===== src/rtl/systolic_result_drain.sv =====
`default_nettype none
// ============================================================================
//  Module   : systolic_result_drain
//  Purpose  : Deskews staggered systolic row results into aligned vectors,
//             accumulates vectors over a group, and queues finished groups
//             in a first-word fall-through FIFO with a sticky overrun flag.
//  Revision : 1.0  initial release
// ============================================================================
module systolic_result_drain #(
   parameter int NUM_PE_ROWS    = 8,
   parameter int PARTIAL_SUM_BW = 19,
   parameter int ACC_BW         = 32,
   parameter int FIFO_DEPTH     = 4
) (
   input  logic                                  clk,
   input  logic                                  rst,
   input  logic                                  in_valid,
   input  logic                                  in_last,
   input  logic [NUM_PE_ROWS*PARTIAL_SUM_BW-1:0] result_flat,
   output logic [NUM_PE_ROWS*ACC_BW-1:0]         out_data,
   output logic                                  out_valid,
   input  logic                                  out_ready,
   output logic [$clog2(FIFO_DEPTH):0]           fifo_count,
   output logic                                  overflow,
   output logic                                  busy
);

   // Tag pipeline length equals the deepest row delay (row 0).
   localparam int DLY = NUM_PE_ROWS - 1;
   localparam int PSB = PARTIAL_SUM_BW;
   localparam int VW  = NUM_PE_ROWS * ACC_BW;
   localparam int AW  = $clog2(FIFO_DEPTH);
   localparam int CW  = AW + 1;

   logic [DLY-1:0]             r_tag_v;
   logic [DLY-1:0]             r_tag_l;
   logic [NUM_PE_ROWS*PSB-1:0] w_aligned;
   logic [VW-1:0]              w_sum;
   logic [VW-1:0]              r_acc;
   logic                       r_open;
   logic [VW-1:0]              r_mem [FIFO_DEPTH];
   logic [AW-1:0]              r_wr;
   logic [AW-1:0]              r_rd;
   logic [CW-1:0]              r_count;
   logic                       r_overflow;
   logic                       w_tag_v;
   logic                       w_tag_l;
   logic                       w_push_req;
   logic                       w_push;
   logic                       w_pop;
   logic                       w_full;

   // Wave tag (valid/last) delayed so it lines up with the aligned vector.
   always_ff @(posedge clk or posedge rst) begin
      if (rst) begin
         r_tag_v <= '0;
         r_tag_l <= '0;
      end else begin
         r_tag_v[0] <= in_valid;
         r_tag_l[0] <= in_last;
         for (int k = 1; k < DLY; k++) begin
            r_tag_v[k] <= r_tag_v[k-1];
            r_tag_l[k] <= r_tag_l[k-1];
         end
      end
   end

   assign w_tag_v = r_tag_v[DLY-1];
   assign w_tag_l = r_tag_l[DLY-1];

   // Row i arrives i cycles late, so it needs NUM_PE_ROWS-1-i delay stages.
   for (genvar i = 0; i < NUM_PE_ROWS; i++) begin : g_row
      localparam int D = NUM_PE_ROWS - 1 - i;
      if (D == 0) begin : g_direct
         assign w_aligned[i*PSB +: PSB] = result_flat[i*PSB +: PSB];
      end else begin : g_delay
         logic [PSB-1:0] r_dl [D];
         // Per-row deskew shift register.
         always_ff @(posedge clk or posedge rst) begin
            if (rst) begin
               for (int k = 0; k < D; k++) r_dl[k] <= '0;
            end else begin
               r_dl[0] <= result_flat[i*PSB +: PSB];
               for (int k = 1; k < D; k++) r_dl[k] <= r_dl[k-1];
            end
         end
         assign w_aligned[i*PSB +: PSB] = r_dl[D-1];
      end
      // Sign-extend the aligned row; a closed group starts from zero.
      assign w_sum[i*ACC_BW +: ACC_BW] =
         (r_open ? r_acc[i*ACC_BW +: ACC_BW] : {ACC_BW{1'b0}}) +
         ACC_BW'($signed(w_aligned[i*PSB +: PSB]));
   end

   // Accumulator keeps running sums of an open group; the last wave goes to the FIFO.
   always_ff @(posedge clk or posedge rst) begin
      if (rst) begin
         r_acc  <= '0;
         r_open <= 1'b0;
      end else if (w_tag_v) begin
         if (w_tag_l) begin
            r_open <= 1'b0;
         end else begin
            r_acc  <= w_sum;
            r_open <= 1'b1;
         end
      end
   end

   assign w_push_req = w_tag_v & w_tag_l;
   assign w_pop      = out_valid & out_ready;
   assign w_full     = (r_count == CW'(FIFO_DEPTH));
   // A pop in the same cycle frees the slot, so a full FIFO can still accept.
   assign w_push     = w_push_req & (~w_full | w_pop);

   // FIFO storage holds data only; validity comes from the count.
   always_ff @(posedge clk) begin
      if (w_push) r_mem[r_wr] <= w_sum;
   end

   // FIFO pointers, occupancy and sticky overrun flag.
   always_ff @(posedge clk or posedge rst) begin
      if (rst) begin
         r_wr       <= '0;
         r_rd       <= '0;
         r_count    <= '0;
         r_overflow <= 1'b0;
      end else begin
         if (w_push) r_wr <= r_wr + 1'b1;
         if (w_pop)  r_rd <= r_rd + 1'b1;
         if (w_push && !w_pop)      r_count <= r_count + 1'b1;
         else if (!w_push && w_pop) r_count <= r_count - 1'b1;
         if (w_push_req && w_full && !w_pop) r_overflow <= 1'b1;
      end
   end

   assign out_valid  = (r_count != '0);
   assign out_data   = out_valid ? r_mem[r_rd] : '0;
   assign fifo_count = r_count;
   assign overflow   = r_overflow;
   assign busy       = (|r_tag_v) | r_open | out_valid;

endmodule
`default_nettype wire


===== config.mk =====
export PLATFORM = sky130hd
export DESIGN_NAME = systolic_result_drain
export DESIGN_NICKNAME = d
export VERILOG_FILES = /design/src/rtl/systolic_result_drain.sv
export SDC_FILE = /design/constraint.sdc
export NUM_CORES = 2
export LEC_CHECK = 0
export BUFFER_PORTS_ARGS = -buffer_cell sky130_fd_sc_hd__buf_2
export CAP_MARGIN = 15
export CORE_ASPECT_RATIO = 1.75
export CORE_UTILIZATION = 55
export CTS_BUF_LIST = sky130_fd_sc_hd__clkbuf_2
export DETAILED_ROUTE_END_ITERATION = 7
export PLACE_DENSITY = 0.73
export SYNTH_ARGS = -nofsm -noshare
export SYNTH_HDL_FRONTEND = slang
export SYNTH_SLANG_ARGS = --single-unit

===== constraint.sdc =====
create_clock -name clk -period 65 [get_ports clk]
set_input_delay 6.5 -clock clk [delete_from_list [all_inputs] [get_ports clk]]
set_output_delay 6.5 -clock clk [all_outputs]
set_load 0.05 [all_outputs]

### After elaboration in Yosys (flattened, before gate mapping)

Memory sizes are Yosys's and may differ from the RTL's.
Index checks and enable logic that the tools add are counted.

| storage, ports and cells | value |
|---|---|
| bits in registers | 811 |
| bits in writable memories | 1024 |
| bits of input ports | 157 |
| output and inout bits | 262 |
| logic and storage cells | 82 |
| memories | 1 |

| cells by class | value |
|---|---|
| $add $sub $neg | 12 |
| equality and inequality tests | 1 |
| multiplexer cells | 14 |
| bitwise logic cells | 8 |
| reduce and logical (&&, ||, !) cells | 10 |

Memories:

| name | depth | width | rd ports | clocked after Yosys merged registers in | write ports | RTL line | text |
|---|---|---|---|---|---|---|---|
| r_mem | 4 | 256 | 1 | 0 | 1 | 41 | `logic [VW-1:0] r_mem [FIFO_DEPTH];` |

Operator list:

| cell | count |
|---|---|
| $add 32x32->32 | 8 |
| $mux 256 | 1 |
| $mux 32 | 8 |
| $reduce_or 7->1 | 1 |
| $mux 3 | 2 |
| $add 2x1->2 const B | 2 |
| $logic_and 1x1->1 | 4 |
| $add 3x1->3 const B | 1 |
| $and 1x1->1 | 3 |
| $eq 3x3->1 const B | 1 |
| $mux 1 | 3 |
| $or 1x1->1 | 3 |
| $reduce_bool 3->1 | 1 |
| $sub 3x1->3 const B | 1 |
| $logic_not 1->1 | 2 |
| $not 1->1 | 2 |
| $reduce_and 2->1 | 1 |
| $reduce_bool 2->1 | 1 |

### Logic depth before layout (Yosys ltp)

| logic depth | value |
|---|---|
| depth in word-level cells | 8 |
| depth in mapped cells | 15 |
| depth with buffers taken out | 12 |

### Worst setup path before layout

No wires, ideal clock.

| timing | value |
|---|---|
| kind | input port to flip-flop |
| from | in out_ready |
| to | mem r_mem[0][0] in the netlist's numbering (enable) |
| setup time | 0.649 ns |
| arrival time | 12.727 ns |
| required time | 64.351 ns |
| path slack | 51.624 ns |
| cell stages on the path | 3 |
| path buffers | 0 |
| cell sequence | nor4b_1 nor2_1 and2_1 |

| between the ends | value |
|---|---|
| word-level cells in the longest chain between the ends | 5 |

RTL lines:

| what | RTL line | text |
|---|---|---|
| from (decl) | 22 | `input logic out_ready,` |
| $and 1x1->1 | 111 | `assign w_pop = out_valid & out_ready;` |
| $or 1x1->1 | 114 | `assign w_push = w_push_req & (~w_full \| w_pop);` |
| $and 1x1->1 | 114 |  |
| via w_push | 49 | `logic w_push;` |
| $mux 1 | 118 | `if (w_push) r_mem[r_wr] <= w_sum;` |
| $mux 1 (implied by the code) | 118 |  |
| to (decl) | 41 |  |

The timed path passes the listed nets, and every way through them passes these cells.

### Final worst setup path

| timing | value |
|---|---|
| from | reg r_rd[0] |
| to | out out_data[148] |

| between the ends | value |
|---|---|
| word-level cells in the longest chain between the ends | 2 |

RTL lines:

| what | RTL line | text |
|---|---|---|
| from (decl) | 43 | `logic [AW-1:0] r_rd;` |
| from (signal assigned) | 130 | `if (w_pop) r_rd <= r_rd + 1'b1;` |
| $mem_v2 4x256 | - |  |
| $mux 256 | 138 | `assign out_data = out_valid ? r_mem[r_rd] : '0;` |
| to (decl) | 20 | `output logic [NUM_PE_ROWS*ACC_BW-1:0] out_data,` |

No other way between the ends.

==> out/summary.txt <==
Outcome = finished clean
HP Start = g_row[0].g_delay.r_dl[19]$_DFF_PP0_
Vias in the first global route = 48,671
Post-synthesis sequential area ratio = 0.662
Share of layout cells above drive strength 1 = 0.238
Max-slew headroom at the worst pin = 0.233
Hpwl dp = 110 mm
Max frequency = 84.5 MHz
Vias per cell = 5.65
Worst r2r src = r_open$_DFFE_PP0P_
CP Launch Point = r_rd[0]$_DFFE_PP0N_
Core Region = 139,000 um^2
Hold crit path type = flop to flop
Clock transition at path regs = 0.11 ns
Placed insts = 7,356
Max-slew violations = 0
Crit start category = flop
Logic pwr share = 0.435
Yosys Warn Count = 0
Post-CTS setup buffers = 0
Arrival time worst endpoint = 5.34 ns
Max-cap viol count = 0
Post-synth EDFFs = 1,024
DRT iter0 DRCs = 3,004
Post-synth top area share = 0.399
Most frequent cells after synthesis = edfxtp_1, dfrtp_1, nand2_1
Via count = 45,806
Register bit total from synthesis = 1,835
FF+latch area = 51,100 um^2
I/O Buffers = 418
Synth area leader = edfxtp_1
Psw = 1.74 mW
Sw Share = 0.419
Hold-fix buffers, CTS = 0
Initial antenna violation count = 23
Fin nets = 6,356
Leak = 35.2 nW
Power density over cell area = 48.9 nW/um^2
Final period util = 0.182
Sequential share of power = 0.395
Clk_lat worst skew = 1.79 ns
Count of cell types in the netlist = 94
Clk buf depth = 4
Setup repair after global routing missed its margin = false
Antenna-violating nets left = 0
Max rail drop VDD = 0.0490 mV
Synthesized area = 77,200 um^2
CTS sink count = 1,835
CTS tree = built
Worst-path maximum fanout = 103
Final setup vio count = 0
Die W = 285 um
Ys flop type = edfxtp_1
Post_cts resized = 0
Grt total ovfl = 0
GPL Wtd Cong = 0.914
Crit path capture type = output port
Remaining DRCs = 0
Synth-to-Final Area Change = 10.0%
Routed WL per cell = 21.2 um
Starting density of the core = 0.555
IO Count = 419
Synth top area cells = edfxtp_1, dfrtp_1, mux4_2
Global-route wire length before repair = 266 mm
Fin crit period = 11.84 ns
Routed Wire Length = 171 mm
Die Height = 497 um
Root Buffer Master = clkbuf_2
Power Internal = 2.41 mW
Synth async-reset ratio = 0.442
Setup TNS = 0 ns
Fillers = 10,717
Post-synth net total = 5,717
Cts bufs inserted = 408
Worst Setup Path Type = flop to output port
Finished Layout Cells = 8,101
DRT Pass-1 Iters = 5
Largest net degree at the start of global routing = 167
Multi-input logic area = 25,000 um^2
Fin Clk Skew = 0.198 ns
Worst Tran Pin Value = 1.15 ns
H-tree depth = 5
Clock network fraction of design power = 0.171
Syn Inst Count = 5,298
Final Hold Vio Count = 0
Mean Syn Cell Area = 14.6 um^2
Die Area = 142,000 um^2
CP required = 58.50 ns
Library cell with the highest instance count after synthesis = edfxtp_1
Std cell rows = 181
Total track usage = 0.245
-- worst max-delay path: stages (launching register included) --
cell,delay (ns)
dfrtp_4,0.97
buf_4,0.79
buf_12,0.69
mux4_2,0.61
and2_1,0.17
buf_2,0.22
-- metal layers --
metal  wire, um  vias up  track usage
met5        228        -            0
met4       4280       36       0.0864
met3      12000      353       0.0650
met2      89000     1441        0.430
met1      66000    23080        0.287
li1           -    20896            -
-- cell families (layout without fill, tap and decap cells) --
kind of cell    Yosys count  count (layout)  share of synthesized area
compound gates          754             754                     0.0655
buf+inv                 296            1261                     0.0146
simple gates           1573            1573                      0.101
flops                  1835            1835                      0.662
fa+ha+maj               262             262                     0.0434
mux                     334             334                     0.0860
xor+xnor                244             244                     0.0278
other cells               0               8                          0
-- power by group through the flow --
stage | combinational [mW] | clock, mW | sequential (mW)
after detailed placement | 1.80 | 0 | 1.66
after CTS | 1.81 | 0.737 | 1.64
after global placement | 1.77 | 0 | 1.65
final | 1.80 | 0.708 | 1.64
after floorplan | 1.36 | 0 | 1.65
after global routing | 1.93 | 0.790 | 1.66
-- final timing paths --
check / endpoint / slack [ns] / cells after the start
max: out_data[148] / 53.16 / 5
min: g_row[0].g_delay.r_dl[0]$_DFF_PP0_ / 0.23 / 0
max reg2reg: r_mem[3][223]$_DFFE_PP_ / 60.00 / 11
min reg2reg: g_row[0].g_delay.r_dl[0]$_DFF_PP0_ / 0.23 / 0
max in group asynchronous: g_row[4].g_delay.r_dl[48]$_DFF_PP0_ / 56.85 / 5
min in group asynchronous: g_row[1].g_delay.r_dl[22]$_DFF_PP0_ / 4.95 / 2
-- metrics by stage --
stage / setup WS, ns / power [mW] / hold WS (ns) / utilization / cell area (um^2)
finish: 53.16 / 4.15 / 0.229 / 0.611 / 84900
CTS: 52.65 / 4.19 / 0.237 / 0.610 / 84800
global placement: 54.51 / 3.43 / 0.331 / 0.583 / 81100
global route: 52.53 / 4.38 / 0.257 / 0.611 / 84900
detailed placement: 54.36 / 3.47 / 0.335 / 0.583 / 81100
floorplan: 35.72 / 3.00 / 0.331 / - / 77200
-- layout make-up --
class,instances,area share
multi-input cells,3167,0.295
inverters,68,0.00309
clock buffers,581,0.0343
flip-flops and latches,1835,0.601
repair buffers,457,0.0295
clock inverters,155,0.00987
diodes,8,0.000236
well taps,1830,0.0270
-- cells in the final DEF, fill, tap and decap left out, types with 30 or more instances in the layout --
cell      instances
a21oi_1         226
buf_2           418
nand3_1          41
edfxtp_1       1024
dfrtp_1         808
and2_1          515
o21bai_1         34
buf_4            30
a21o_1          142
clkinv_2         38
xnor2_1         147
mux2_2           73
clkbuf_2        581
o21ai_0         102
ha_1            253
clkinv_1        102
mux4_2          256
nor2_1          135
inv_1            67
nand2_1         674
nand4_1          48
xor2_1           96
-- state kept, by name, indices dropped and copies added (netlist names) --
name and flops:
g_row.g_delay.r_dl 532, r_rd 2, r_tag_l 7, r_mem 1024, r_acc 256, overflow 1
r_tag_v 7, fifo_count 3, r_wr 2, r_open 1
(Power assumes the default switching activity.)
